<file path="src/rtl/nanomamba_wt_arbiter.sv">
// rtl/nanomamba_wt_arbiter.sv - weight-SRAM port arbiter: burst-locked round-robin reads, priority host writes
module nanomamba_wt_arbiter #(
   parameter int N_REQ   = 3,
   parameter int ADDR_W  = 13,
   parameter int DATA_W  = 8,
   parameter int DEPTH   = 4736,
   parameter int TIMEOUT = 64
) (
   input  logic                    clk,
   input  logic                    rst_n,
   input  logic                    clr,
   input  logic [N_REQ-1:0]        rd_req,
   input  logic [N_REQ*ADDR_W-1:0] rd_addr,
   input  logic [N_REQ-1:0]        rd_last,
   output logic [N_REQ-1:0]        rd_gnt,
   output logic [N_REQ-1:0]        rd_valid,
   output logic [DATA_W-1:0]       rd_data,
   input  logic                    wr_req,
   input  logic [ADDR_W-1:0]       wr_addr,
   input  logic [DATA_W-1:0]       wr_data,
   output logic                    wr_ack,
   output logic                    sram_rd_en,
   output logic [ADDR_W-1:0]       sram_rd_addr,
   input  logic [DATA_W-1:0]       sram_rd_data,
   output logic                    sram_wr_en,
   output logic [ADDR_W-1:0]       sram_wr_addr,
   output logic [DATA_W-1:0]       sram_wr_data,
   output logic                    busy,
   output logic [1:0]              owner,
   output logic                    err_timeout,
   output logic                    err_oob
);
   localparam int CNT_W = $clog2(TIMEOUT);
   localparam logic [CNT_W-1:0] CNT_LAST = CNT_W'(TIMEOUT - 1);
   localparam logic [1:0] RR_INIT = 2'(N_REQ - 1);
   localparam logic [ADDR_W:0] DEPTH_X = (ADDR_W + 1)'(DEPTH);

   typedef enum logic {ST_IDLE = 1'b0, ST_LOCK = 1'b1} state_t;

   state_t            state_q, state_d;
   logic [1:0]        owner_q, owner_d;
   logic [1:0]        rr_q, rr_d;
   logic [CNT_W-1:0]  cnt_q, cnt_d;
   logic              vld_q, vld_oob_q;
   logic              to_fire;
   logic              beat;
   logic              rd_oob, wr_oob;
   logic [ADDR_W-1:0] own_addr;
   logic [1:0]        win, scan_idx;
   logic              hit;

   assign own_addr = rd_addr[int'(owner_q)*ADDR_W +: ADDR_W];
   assign rd_oob   = {1'b0, own_addr} >= DEPTH_X;
   assign wr_oob   = {1'b0, wr_addr} >= DEPTH_X;
   // clr outranks a beat in the same cycle, and any host write stalls the owner
   assign beat     = (state_q == ST_LOCK) && rd_req[owner_q] && !wr_req && !clr;

   // first requester after rr wins; scanning backwards lets the nearest one overwrite
   always_comb begin
      win      = '0;
      hit      = 1'b0;
      scan_idx = '0;
      for (int k = N_REQ; k >= 1; k--) begin
         scan_idx = 2'((int'(rr_q) + k) % N_REQ);
         if (rd_req[scan_idx]) begin
            win = scan_idx;
            hit = 1'b1;
         end
      end
   end

   always_ff @(posedge clk or negedge rst_n) begin
      if (!rst_n)   state_q <= ST_IDLE;
      else if (clr) state_q <= ST_IDLE;
      else          state_q <= state_d;
   end

   always_comb begin
      state_d = state_q;
      owner_d = owner_q;
      rr_d    = rr_q;
      cnt_d   = cnt_q;
      to_fire = 1'b0;
      case (state_q)
         ST_IDLE: begin
            cnt_d = '0;
            if (hit) begin
               state_d = ST_LOCK;
               owner_d = win;
            end
         end
         ST_LOCK: begin
            if (beat) begin
               cnt_d = '0;
               if (rd_last[owner_q]) begin
                  state_d = ST_IDLE;
                  rr_d    = owner_q;
               end
            end else if (!wr_req) begin
               if (cnt_q == CNT_LAST) begin
                  state_d = ST_IDLE;
                  rr_d    = owner_q;
                  cnt_d   = '0;
                  to_fire = 1'b1;
               end else begin
                  cnt_d = cnt_q + 1'b1;
               end
            end
         end
         default: state_d = ST_IDLE;
      endcase
   end

   always_comb begin
      rd_gnt          = '0;
      rd_gnt[owner_q] = beat;
      rd_valid        = '0;
      if (vld_q) rd_valid[owner_q] = 1'b1;
      rd_data      = (vld_q && !vld_oob_q) ? sram_rd_data : '0;
      sram_rd_en   = beat && !rd_oob;
      sram_rd_addr = sram_rd_en ? own_addr : '0;
      wr_ack       = wr_req;
      sram_wr_en   = wr_req && !wr_oob;
      sram_wr_addr = wr_req ? wr_addr : '0;
      sram_wr_data = wr_req ? wr_data : '0;
      busy         = (state_q == ST_LOCK);
      owner        = owner_q;
   end

   always_ff @(posedge clk or negedge rst_n) begin
      if (!rst_n) begin
         owner_q     <= '0;
         rr_q        <= RR_INIT;
         cnt_q       <= '0;
         vld_q       <= 1'b0;
         vld_oob_q   <= 1'b0;
         err_timeout <= 1'b0;
         err_oob     <= 1'b0;
      end else if (clr) begin
         owner_q     <= '0;
         rr_q        <= RR_INIT;
         cnt_q       <= '0;
         vld_q       <= 1'b0;
         vld_oob_q   <= 1'b0;
         err_timeout <= 1'b0;
         err_oob     <= 1'b0;
      end else begin
         owner_q   <= owner_d;
         rr_q      <= rr_d;
         cnt_q     <= cnt_d;
         vld_q     <= beat;
         vld_oob_q <= beat && rd_oob;
         if (to_fire) err_timeout <= 1'b1;
         if ((beat && rd_oob) || (wr_req && wr_oob)) err_oob <= 1'b1;
      end
   end

   for (genvar i = 0; i < N_REQ; i++) begin : g_hold
      a_hold: assert property (@(posedge clk) disable iff (!rst_n || clr)
         (rd_req[i] && !rd_gnt[i]) |=> (rd_req[i] && $stable(rd_addr[i*ADDR_W +: ADDR_W])));
   end
endmodule

</file>
<file path="config.mk">
export PLATFORM = sky130hd
export DESIGN_NAME = nanomamba_wt_arbiter
export DESIGN_NICKNAME = d
export VERILOG_FILES = /design/src/rtl/nanomamba_wt_arbiter.sv
export SDC_FILE = /design/constraint.sdc
export NUM_CORES = 1
export LEC_CHECK = 0
export ABC_AREA = 1
export CAP_MARGIN = 20
export CORE_AREA = 2 2 76 78
export CTS_BUF_LIST = sky130_fd_sc_hd__clkbuf_4 sky130_fd_sc_hd__clkbuf_8 sky130_fd_sc_hd__clkbuf_16
export DETAILED_ROUTE_END_ITERATION = 8
export DIE_AREA = 0 0 78 80
export GPL_TIMING_DRIVEN = 0
export PLACE_DENSITY = 0.78
export SLEW_MARGIN = 20
export SYNTH_ARGS = -nofsm -noshare
export SYNTH_HDL_FRONTEND = slang
export SYNTH_SLANG_ARGS = --single-unit
export TNS_END_PERCENT = 5
</file>
<file path="constraint.sdc">
create_clock -name clk -period 1.9 [get_ports clk]
set_clock_uncertainty 0.05 [all_clocks]
set_input_delay 0.38 -clock clk [delete_from_list [all_inputs] [get_ports clk]]
set_output_delay 0.38 -clock clk [all_outputs]
set_load 0.02 [all_outputs]
</file>
# Word level (Yosys, flattened, before mapping)
# Index checks and enable logic that the tools add are counted.
classes:
  muxes: 54
  shift: 1
  reduce_logical: 22
  eq_ne: 5
  mul: 1
  addsub: 4
  bitwise: 2
  div_mod_pow: 3
  order_cmp: 7
ops:
  columns: ["operator", "n"]
  rows:
  - ["remainder unit 32 x 3 -> 32 bit (second input constant)", 3]
  - ["variable part select 39 x 7 -> 13 bit", 1]
  - ["greater-or-equal comparator 13 bit (second input constant)", 2]
  - ["2-to-1 mux 13 bit", 2]
  - ["2-to-1 mux 1 bit", 25]
  - ["2-to-1 mux 2 bit", 12]
  - ["2-to-1 mux 6 bit", 4]
  - ["2-to-1 mux 8 bit", 2]
  - ["< comparator 2 x 3 -> 1 bit (second input constant)", 4]
  - ["one-hot mux 6 bit (2 select lines)", 1]
  - ["binary-select mux 1 bit (select 2 bit)", 5]
  - ["logical AND 1 bit", 9]
  - ["nonzero test 2 bit", 4]
  - ["adder 2 x 2 -> 3 bit (second input constant)", 2]
  - ["adder 6 x 1 -> 6 bit (second input constant)", 1]
  - ["== test 6 bit (second input constant)", 1]
  - ["multiplier 2 x 4 -> 6 bit (second input constant)", 1]
  - ["inequality test 3 x 2 -> 1 bit (second input constant)", 2]
  - ["zero test 1 bit", 5]
  - ["inequality test 4 x 3 -> 1 bit (second input constant)", 1]
  - ["AND reduction 4 bit", 1]
  - ["adder 2 x 1 -> 3 bit (second input constant)", 1]
  - ["AND 3 bit", 1]
  - ["2-to-1 mux 3 bit", 1]
  - ["other kinds (8)", 8]
totals:
  out_inout_bits: 56
  inputBits: 78
  elab_cells: 107
  regBits: 15

# Longest topological paths before layout
logic_depth:
  ltp_word: 10
  depth_mapped: 11
  depth_no_buf: 11

# Worst setup path before layout
# OpenSTA, ideal clock, no wires.
synth_path:
  path_type: "reg2out"
  start: "reg owner_q[0], in the netlist owner[0]"
  end: "out sram_rd_addr[10]"
  slack_ns: -0.111
  stages_incl_launch_ff: 11
  arrival_ns: 1.581
  t_required_ns: 1.470
  path_buffers: 3
  cell_sequence: "dfrtp_1 buf_6 nor2_2 buf_6 nand2_4 nand3_4 nor2_1 nand3_1 nand3_2 buf_6 nor2_2"
synth_via:
  elab_chain_len: 7
  word_cells_on_any_way: 11
  classes_between: "mul: 1; order compare: 1; shift: 1; mux: 3; reduce/logical: 5"
synth_lines:
  columns: ["element", "line_no", "text"]
  rows:
  - ["from (decl)", "41", "logic [1:0] owner_q, owner_d;"]
  - ["from (signal assigned)", "148", "owner_q <= owner_d;"]
  - ["branches (longest 6 deep; another with greater-or-equal comparator 13 bit)", null, null]
  - ["2-to-1 mux 13 bit *", "121", "sram_rd_addr = sram_rd_en ? own_addr : '0;"]
  - ["to (decl)", "23", "output logic [ADDR_W-1:0] sram_rd_addr,"]
# Every way passes the cells marked *. The select of a mux whose other input is x is not followed.

# Final worst setup path
layout_path:
  start: "reg owner_q[0], in the netlist owner[0]"
  end: "out sram_rd_addr[3]"
# Same word-level chain as after synthesis.

==> results.json <==
{
  "status": "finished, violations left",
  "failed_checks": "setup timing",
  "synthArstFlopShare": 1.000,
  "ant_nets": 0,
  "min_period_over_period": 1.241,
  "r2r-start": "rr_q[1]",
  "clock_path_buffers": 2,
  "via_per_inst": 4.701,
  "cts_buffers": 3,
  "r2r_setup_slack_ns": 0.21,
  "grt_use_total": 0.2083,
  "fin_crit_ns": 2.359,
  "fin_nets": 546,
  "synth_top_area_cell": "dfrtp_1",
  "timing.max_cap.violations": 0,
  "fp.dieW_um": 78,
  "grt_max_degree": 16,
  "leakage_uw": 0.001934,
  "r2r-end": "owner[1]",
  "top_layer": "met4",
  "final_layout_size_suffix_gt1_frac": 0.2543,
  "syn_area_per_cell_um2": 6.051,
  "area_growth_pct": 90.19,
  "die_h_um": 80,
  "finalHoldViolCount": 0,
  "core.rowCount": 27,
  "syn_nets": 393,
  "start_kind": "flip-flop",
  "grt_overflow": 0,
  "end_kind": "output pin",
  "io_buffer_count": 133,
  "route.detailed.drc": 0,
  "drv_slew": 0,
  "maxSlewHeadroom": 0.5279,
  "worstSetupEndpoint": "sram_rd_addr[3]",
  "die_area_um2": 6240,
  "synth-edff-count": 0,
  "grt_setup_unrepaired": "true",
  "hold_slack_ns": 0.4454,
  "first_iter_violations": 54,
  "synthCells": 312,
  "ys_top_cells_by_area": "dfrtp_1, nand2_1, inv_1",
  "core_um2": 5405,
  "io_pins": 134,
  "synth_ff_type": "dfrtp_1",
  "wl_met3_um": 642,
  "hold_path_depth": 2,
  "crit_type": "flip-flop to output pin",
  "drtPass1Iterations": 4,
  "worst_pin_slew_ns": 0.7059,
  "final_cell_mix": "clkdlybuf4s50_1, nand2_1, inv_1, nor2_1, nand3_1",
  "initial_core_util": 0.3493,
  "grt_pass1_vias": 2488,
  "cp_max_fo": 5,
  "place.gp.congestion": 0.8580,
  "dr_wl_met2_um": 3305,
  "ctsRootBufferMaster": "clkbuf_8",
  "ys.warnings.count": 0,
  "netlist_area_um2": 1888,
  "cts.sinks": 15,
  "layout.cells.most_common": "clkdlybuf4s50_1",
  "path_clk_slew_ns": 0.06,
  "cts_hold_buf": 0,
  "tns_ns": -6.742,
  "antenna_cells": 0,
  "crit_slowest_cell": "dfrtp_2",
  "ys_types": 30,
  "synth-seq-area-share": 0.1995,
  "antenna_found_initial": 0,
  "grt_pass1_wl_um": 10630,
  "crit_required_ns": 1.47,
  "setup_viol": 19,
  "cp_cell_sequence": "buf_8, nor2_4, buf_6, nand2_4, nand3_4, nor2_4, nand3_2, nand3_4, buf_16, nor2_4, buf_6",
  "powerDensity_nw_per_um2": 869.6,
  "cts_tree": "done",
  "r2r_cells": 10,
  "vias": 2520,
  "drt-met1-wl_um": 2520,
  "dp_hpwl_um": 5128,
  "finalNonFillerCells": 536,
  "drt-total-wl_um": 6564,
  "synth.top_cell.area_share": 0.1856,
  "wl_per_cell_um": 12.25,
  "vdd_drop_max_v": 0.0004162,
  "fin_ws_ns": -0.4586,
  "insertion_delay_ns": 0.25,
  "ys_ff_latch": 15,
  "cp_common_cell": "nor2_4",
  "crit_arrival_ns": 1.93,
  "slowest_delay_ns": 0.48,
  "placed_cells": 517,
  "hold_path.class": "flip-flop to flip-flop",
  "htree_levels": 1,
  "critPathLaunch": "owner[0]",
  "max_freq_mhz": 424.0
}
-- repair_timing --
| item | CTS | global route |
|---|---|---|
| gates cloned | 3 | 0 |
| endpoints found under the setup margin | 51 | 37 |
| buffers inserted | 8 | 4 |
| gates resized for setup | 173 | 26 |
| pin swaps | 7 | 1 |
-- cells in the mapped netlist (3+ instances only) --
master / instances
nand2_1: 75
inv_1: 68
nor2_1: 40
nand3_1: 28
dfrtp_1: 14
a21oi_1: 13
nor2_2: 11
nand3_2: 8
o21ai_0: 8
buf_6: 5
a22o_2: 4
nand2_4: 4
nand4_1: 4
nor2_4: 4
clkbuf_1: 3
ha_1: 3
inv_2: 3
nand2_2: 3
-- worst min path at each step --
stage | endpoint | startpoint | slack [ns]
after floorplan | busy | rst_n | 0.03
after global placement | rr_q[1] | rr_q[1] | 0.42
after detailed placement | rr_q[1] | rr_q[1] | 0.42
after CTS | rr_q[1] | rr_q[1] | 0.43
after global routing | err_timeout | err_timeout | 0.48
final | rr_q[1] | rr_q[1] | 0.45
-- where the power goes --
group | total [µW] | internal, µW | switching, µW
clock network | 284 | 163 | 120
logic | 2380 | 1070 | 1310
registers | 459 | 385 | 74.2
-- state kept, by name, indices dropped and copies added (netlist names) --
signal	cells
rr_q	2
owner	2
vld_oob_q	1
err_oob	1
cnt_q	6
busy	1
vld_q	1
err_timeout	1
-- logic make-up after synthesis --
| family | Yosys count | synth area share |
|---|---|---|
| and+or+nand+nor | 182 | 0.4884 |
| DFF | 15 | 0.1995 |
| adders and majority gates | 3 | 0.01988 |
| AOI/OAI and AO/OA | 31 | 0.1034 |
| buffers and inverters | 81 | 0.1889 |
-- layer usage --
metal	vias to the layer above	GRT usage
li1	1258	-
met1	1134	0.2156
met2	119	0.4172
met3	9	0.05769
met4	0	0.03860
met5	-	0
-- critical path: cells and delay by family, from the launching register on --
kind | cells | cell delay (ns)
buffers and inverters | 4 | 0.60
and+or+nand+nor | 7 | 0.58
DFF | 1 | 0.48
-- area by class of cell --
class                   instances  area, µm²
fillers                       492       1814
multi-input cells             216       1282
plain buffers                  10      115.1
inverters                      71      271.5
clock buffers                   4      48.80
repair buffers                148       1404
well taps                      72      90.09
flip-flops and latches         15      379.1
-- metrics by stage --
stage                     setup slack [ns]  area [µm²]  utilization  total power [µW]
after floorplan                   -0.05326        1936            -              1808
after global placement             -0.9447        3357       0.6211              2386
after detailed placement           -0.9697        3357       0.6211              2425
after CTS                          -0.4419        3562       0.6590              2971
after global routing               -0.5512        3591       0.6644              3383
final                              -0.4586        3591       0.6644              3123
(Power assumes the default switching activity.)
